## src/rtl/qnigma_chacha20_xor.sv

```systemverilog
// ChaCha20 keystream XOR stage: fetches 512-bit blocks from the generator and XORs them onto a byte stream.
// Optional macro QNIGMA_CHACHA20_XOR_PREFETCH_EN adds a second block buffer so block boundaries do not stall.
module qnigma_chacha20_xor #(
  parameter logic [31:0] CTR_INIT = 32'h00000001
) (
  input  logic         clk,
  input  logic         rst,
  input  logic         ini,
  input  logic [7:0]   in_dat,
  input  logic         in_val,
  input  logic         in_lst,
  output logic         in_rdy,
  output logic [7:0]   out_dat,
  output logic         out_val,
  output logic         out_lst,
  input  logic         out_rdy,
  output logic         kst_req,
  input  logic         kst_val,
  input  logic [511:0] kst,
  output logic [31:0]  kst_bin,
  output logic         busy,
  output logic         err
);

  localparam logic [1:0] S_IDLE   = 2'd0;
  localparam logic [1:0] S_FETCH  = 2'd1;
  localparam logic [1:0] S_STREAM = 2'd2;

  logic [1:0]   state_q, state_d;
  logic [5:0]   idx_q, idx_d;
  logic [511:0] blk_q, blk_d;
  logic [31:0]  kst_bin_q, kst_bin_d;
  logic         kst_req_q, kst_req_d;
  logic         out_val_q, out_val_d;
  logic         out_lst_q, out_lst_d;
  logic [7:0]   out_dat_q, out_dat_d;
  logic         busy_q, busy_d;
  logic         err_q, err_d;
`ifdef QNIGMA_CHACHA20_XOR_PREFETCH_EN
  logic [511:0] pf_blk_q, pf_blk_d;
  logic         pf_vld_q, pf_vld_d;
  logic         pf_pend_q, pf_pend_d;
  logic         pf_ready;
`endif

  logic [7:0] ks_byte;
  logic       hs;
  logic       bin_max;

  assign in_rdy  = (state_q == S_STREAM) && (!out_val_q || out_rdy);
  assign hs      = in_val && in_rdy;
  assign bin_max = (kst_bin_q == 32'hFFFFFFFF);

  assign out_dat = out_dat_q;
  assign out_val = out_val_q;
  assign out_lst = out_lst_q;
  assign kst_req = kst_req_q;
  assign kst_bin = kst_bin_q;
  assign busy    = busy_q;
  assign err     = err_q;

  // Little-endian serialisation: word k/4 sits at [511-32*(k/4) -: 32], byte k%4 is its low-order byte first.
  always_comb begin
    ks_byte = 8'h00;
    for (int k = 0; k < 64; k++) begin
      if (idx_q == 6'(k)) ks_byte = blk_q[480 - 32*(k/4) + 8*(k%4) +: 8];
    end
  end

`ifdef QNIGMA_CHACHA20_XOR_PREFETCH_EN
  assign pf_ready = pf_vld_q || (pf_pend_q && kst_val);
`endif

  always_comb begin
    state_d   = state_q;
    idx_d     = idx_q;
    blk_d     = blk_q;
    kst_bin_d = kst_bin_q;
    kst_req_d = 1'b0;
    out_val_d = out_val_q;
    out_lst_d = out_lst_q;
    out_dat_d = out_dat_q;
    err_d     = err_q;
`ifdef QNIGMA_CHACHA20_XOR_PREFETCH_EN
    pf_blk_d  = pf_blk_q;
    pf_vld_d  = pf_vld_q;
    pf_pend_d = pf_pend_q;
`endif

    if (out_val_q && out_rdy) begin
      out_val_d = 1'b0;
      out_lst_d = 1'b0;
    end
    if (hs) begin
      out_val_d = 1'b1;
      out_dat_d = in_dat ^ ks_byte;
      out_lst_d = in_lst;
    end

    case (state_q)
      S_FETCH: begin
        if (kst_val) begin
          blk_d   = kst;
          idx_d   = 6'd0;
          state_d = S_STREAM;
`ifdef QNIGMA_CHACHA20_XOR_PREFETCH_EN
          pf_pend_d = 1'b0;
          if (!bin_max) begin
            kst_req_d = 1'b1;
            kst_bin_d = kst_bin_q + 32'd1;
            pf_pend_d = 1'b1;
          end
`endif
        end
      end
      S_STREAM: begin
`ifdef QNIGMA_CHACHA20_XOR_PREFETCH_EN
        if (kst_val && pf_pend_q) begin
          pf_blk_d  = kst;
          pf_vld_d  = 1'b1;
          pf_pend_d = 1'b0;
        end
`endif
        if (hs) begin
          idx_d = idx_q + 6'd1;
          if (in_lst) begin
            state_d = S_IDLE;
`ifdef QNIGMA_CHACHA20_XOR_PREFETCH_EN
            pf_vld_d  = 1'b0;
            pf_pend_d = 1'b0;
`endif
          end else if (idx_q == 6'd63) begin
`ifdef QNIGMA_CHACHA20_XOR_PREFETCH_EN
            // Swap straight in when the prefetch has landed (even this very cycle); else wait for it in FETCH.
            if (pf_ready) begin
              blk_d     = pf_vld_q ? pf_blk_q : kst;
              pf_vld_d  = 1'b0;
              pf_pend_d = 1'b0;
              if (!bin_max) begin
                kst_req_d = 1'b1;
                kst_bin_d = kst_bin_q + 32'd1;
                pf_pend_d = 1'b1;
              end
            end else if (pf_pend_q) begin
              state_d = S_FETCH;
            end else begin
              err_d   = 1'b1;
              state_d = S_IDLE;
            end
`else
            if (bin_max) begin
              err_d   = 1'b1;
              state_d = S_IDLE;
            end else begin
              kst_bin_d = kst_bin_q + 32'd1;
              kst_req_d = 1'b1;
              state_d   = S_FETCH;
            end
`endif
          end
        end
      end
      default: ;
    endcase

    // ini wins over everything, including a handshake in the same cycle.
    if (ini) begin
      state_d   = S_FETCH;
      idx_d     = 6'd0;
      kst_bin_d = CTR_INIT;
      kst_req_d = 1'b1;
      err_d     = 1'b0;
      out_val_d = 1'b0;
      out_lst_d = 1'b0;
      out_dat_d = 8'h00;
`ifdef QNIGMA_CHACHA20_XOR_PREFETCH_EN
      pf_vld_d  = 1'b0;
      pf_pend_d = 1'b0;
`endif
    end

    busy_d = (state_d != S_IDLE) || out_val_d;
  end

  always_ff @(posedge clk) begin
    if (rst) begin
      state_q   <= S_IDLE;
      idx_q     <= 6'd0;
      blk_q     <= '0;
      kst_bin_q <= CTR_INIT;
      kst_req_q <= 1'b0;
      out_val_q <= 1'b0;
      out_lst_q <= 1'b0;
      out_dat_q <= 8'h00;
      busy_q    <= 1'b0;
      err_q     <= 1'b0;
    end else begin
      state_q   <= state_d;
      idx_q     <= idx_d;
      blk_q     <= blk_d;
      kst_bin_q <= kst_bin_d;
      kst_req_q <= kst_req_d;
      out_val_q <= out_val_d;
      out_lst_q <= out_lst_d;
      out_dat_q <= out_dat_d;
      busy_q    <= busy_d;
      err_q     <= err_d;
    end
  end

`ifdef QNIGMA_CHACHA20_XOR_PREFETCH_EN
  always_ff @(posedge clk) begin
    if (rst) begin
      pf_blk_q  <= '0;
      pf_vld_q  <= 1'b0;
      pf_pend_q <= 1'b0;
    end else begin
      pf_blk_q  <= pf_blk_d;
      pf_vld_q  <= pf_vld_d;
      pf_pend_q <= pf_pend_d;
    end
  end
`endif

endmodule

```

## config.mk

```make
export PLATFORM = sky130hd
export DESIGN_NAME = qnigma_chacha20_xor
export DESIGN_NICKNAME = d
export VERILOG_FILES = /design/src/rtl/qnigma_chacha20_xor.sv
export SDC_FILE = /design/constraint.sdc
export NUM_CORES = 2
export LEC_CHECK = 0
export BUFFER_PORTS_ARGS = -buffer_cell sky130_fd_sc_hd__buf_2
export CORE_MARGIN = 2
export CORE_UTILIZATION = 50
export DETAILED_ROUTE_END_ITERATION = 12
export HOLD_SLACK_MARGIN = 0.1
export PLACE_DENSITY = 0.74
export SLEW_MARGIN = 0
export SYNTH_ARGS = -nofsm -noshare
export SYNTH_HDL_FRONTEND = slang
export SYNTH_SLANG_ARGS = --single-unit
export TNS_END_PERCENT = 5
```

## constraint.sdc

```tcl
create_clock -name clk -period 3.7 [get_ports clk]
set_input_delay 0.74 -clock clk [delete_from_list [all_inputs] [get_ports clk]]
set_output_delay 0.74 -clock clk [all_outputs]
set_load 0.005 [all_outputs]
```

==> results.md <==
* Worst Setup End Kind: flop
* Number of distinct library cells after synthesis at 100
* Std cell rows at 83
* #FFs+latches synth at approximately 570
* Post-CTS Hold Buffers at 0
* Fin. Hold Viols at 0
* Share of cells above drive strength 1 at 21.5%
* WL per Instance at between 20 and 25 microns
* Clk pin slew, worst setup/hold paths at 70 ps
* Setup TNS at 0 ps
* Htree depth at 2
* CTS tree: built
* Ys async rst share at 0%
* First-pass GRT wire length at between 150000 and 200000 microns
* Ys flop type: dfxtp_1
* Starting Density at between 50% and 60%
* Root Buffer: clkbuf_16
* Slowest-stage cell, CP: clkinv_1
* CP cell instances: inv_1 -> ha_1 -> buf_4 -> clkinv_1 -> o221a_2 -> o22ai_1 -> a22oi_1 -> o21ai_0 -> a21oi_1 -> o21ai_0 -> a21oi_1 -> mux2i_1 -> a31oi_1
* Total CTS buffers at between 50 and 60
* Status: finished, final reports clean
* TritonRoute pass-1 iters at 8
* EDFF count, synth at 0
* Initial drt markers at about 3400
* Commonest non-fill, non-tap cell in the layout: nand2_1
* Area fraction of the dominant cell type after synthesis at ~43%
* Clock sinks at 565
* Slowest stage delay, CP at 470 ps
* Period utilization at 97.5%
* DP Area at slightly above 0.03 sq mm
* Vias in the first global route at ~27000
* Hold path depth at 3
* Leading cell types in the layout, fill and taps excluded: nand2_1 (1183), a21oi_1 (599), buf_2 (571)
* Detailed Place HPWL at between 80000 and 90000 microns
* Max Cap Viol at 0
* Pwr dens at roughly 420 mW/mm^2
* Post-route ant nets at 0
* Area leader, netlist: dfxtp_1
* Largest net degree at the start of global routing at 187
* Tot GR Track Use at between 30% and 40%
* Ports at approximately 570
* Final Slew Violations at 0
* Sequential-to-total area share from yosys stat at about 43%
* Crit path max fanout at 14
* Die Height at approximately 230 microns
* Area growth, synth to finish at 23.4%
* Final WL at approximately 110000 microns
* Synth Warn # at 0
* R2r worst-path depth at 13
* Post-layout util at a little over three fifths
* Post-CTS setup buffers at 0
* Leakage Power at ~13 nW
* Net Count, Synth at 4118
* Overall die area at 0.0542 sq mm
* RSZ-0062 raised after global routing: no
* Rel. slew slack at between 30% and 40%
* Arrival time at the worst endpoint at ~4100 ps
* Die width at approximately 230 microns
* PortBufs at ~570
* Dpl cells at around 4800
* Core Region at 0.0515 sq mm
* Setup violators final at 0
* Worst-Margin Slew at between 900 and 1000 ps
* Synthesized area at approximately 0.026 sq mm
* Post-route cell area at 0.0323 sq mm
* Tmin final at roughly 3600 ps
* Synth area leaders: dfxtp_1 (43%), nand2_1 (17%), a21oi_1 (11%), nor2_1 (3.0%), clkbuf_1 (2.6%)
* Worst min-delay path category: primary input to flop
* CTS max path bufs at 3
* Synth Instances at approximately 3600
* Vias per cell at around 6
* Nets at between 4000 and 5000
* Overflow after GRT at 0
* Tot Pwr at around 14 mW
* Post-CTS resize count at 2
* Startpoint Class: flop
* Final GP Congestion at ~1.1
* DR vias at just under 30000
* Clk_skew at 21.9 ps
* Worst EP required at 4180 ps
* Crit Path Category: flop to flop
* DRC violations left at 0
* Non-Filler Instances at a little under 5000
* Clock latency at the later pin of the worst-skew pair at 640 ps
* Worst IR Drop VDD at roughly 500 uV
* Post-synthesis area per instance at roughly 7.3 sq um
* FMAX at roughly 280 MHz
* Initial antenna violation count at 16
cell families after synthesis:
kind of cell	synth area share, %
DFF	43.2
buffers and inverters	4.16
AOI/OAI and AO/OA	22.9
adders and majority gates	0.335
muxes	0.249
xor gates and xnor gates	1.04
and+or+nand+nor	28.1
synthesized netlist by cell type (all sizes together) (5+ instances only):
| cell | count |
|---|---|
| nor2 | 218 |
| a221oi | 43 |
| o211ai | 21 |
| a22oi | 23 |
| dfxtp | 565 |
| o2111ai | 11 |
| a221o | 15 |
| nor2b | 6 |
| o21ai | 77 |
| nand2b | 15 |
| clkbuf | 184 |
| or3 | 15 |
| ha | 7 |
| o22a | 12 |
| inv | 15 |
| nor4 | 17 |
| nand4 | 27 |
| or4 | 8 |
| a211o | 9 |
| nor3 | 52 |
| o221a | 7 |
| mux2i | 5 |
| a21oi | 601 |
| buf | 59 |
| nand3b | 15 |
| xnor2 | 10 |
| a31oi | 13 |
| o221ai | 21 |
| a2111oi | 10 |
| and3 | 16 |
| o21a | 5 |
| o31ai | 7 |
| a211oi | 25 |
| nand3 | 103 |
| a32oi | 5 |
| or3b | 5 |
| xor2 | 21 |
| o22ai | 44 |
| nand2 | 1192 |
| nor4b | 9 |
| nor3b | 7 |
sequential cells by signal, indices dropped and copies added, names as in the netlist:
name     count
blk_q      512
busy         1
err          1
idx_q        6
kst_bin     32
kst_req      1
out_dat      8
out_lst      1
out_val      1
state_q      2
layer usage:
| metal | GRT usage, % | up-vias | part of all wire [%] |
|---|---|---|---|
| li1 | - | 13600 | - |
| met1 | 56.1 | 13800 | 42 |
| met2 | 60.8 | 1628 | 44 |
| met3 | 7.56 | 230 | 10 |
| met4 | 14.1 | 2 | 3.6 |
| met5 | 0 | - | 0.012 |
per-stage QoR:
step	hold slack (ps)	setup WS, ps
2_1_floorplan	431	757
3_3_place_gp	442	-178
3_5_place_dp	447	-85.9
4_1_cts	325	61.0
5_1_grt	337	5.47
6_report	339	93.1
final timing paths:
check | start | to | slack (ps)
min | kst[1] | blk_q[1] | 340
max reg2reg | idx_q[0] | out_dat[5] | 90
max | idx_q[0] | out_dat[5] | 90
min reg2reg | blk_q[63] | blk_q[63] | 450
where the power goes:
group / switching (mW) / total, mW / internal (mW) / leakage, nW
combinational: 0.619 / 1.05 / 0.435 / 7.17
clock: 2.59 / 5.98 / 3.39 / 0.933
sequential: 0.217 / 6.53 / 6.32 / 4.60
total: 3.42 / 13.6 / 10.1 / 12.7
critical path, delay by kind of cell, from the launching register on:
family / cells / cell delay, ps
multiplexers: 1 / 190
AO/OA/AOI/OAI: 8 / 1930
adder cells (fa/ha/maj): 1 / 180
buffers and inverters: 3 / 790
flip-flops: 1 / 360
final cells by class:
class / count / area, sq um
multi-input cells: 2758 / 13800
fillers: 4880 / 19200
diodes: 16 / 40.0
well taps: 680 / 851
repair buffers: 737 / 4290
clock buffers: 75 / 1540
inverters: 18 / 67.6
clock inverters: 31 / 367
flip-flops and latches: 565 / 11300
Power figures use the tool's default switching activity.
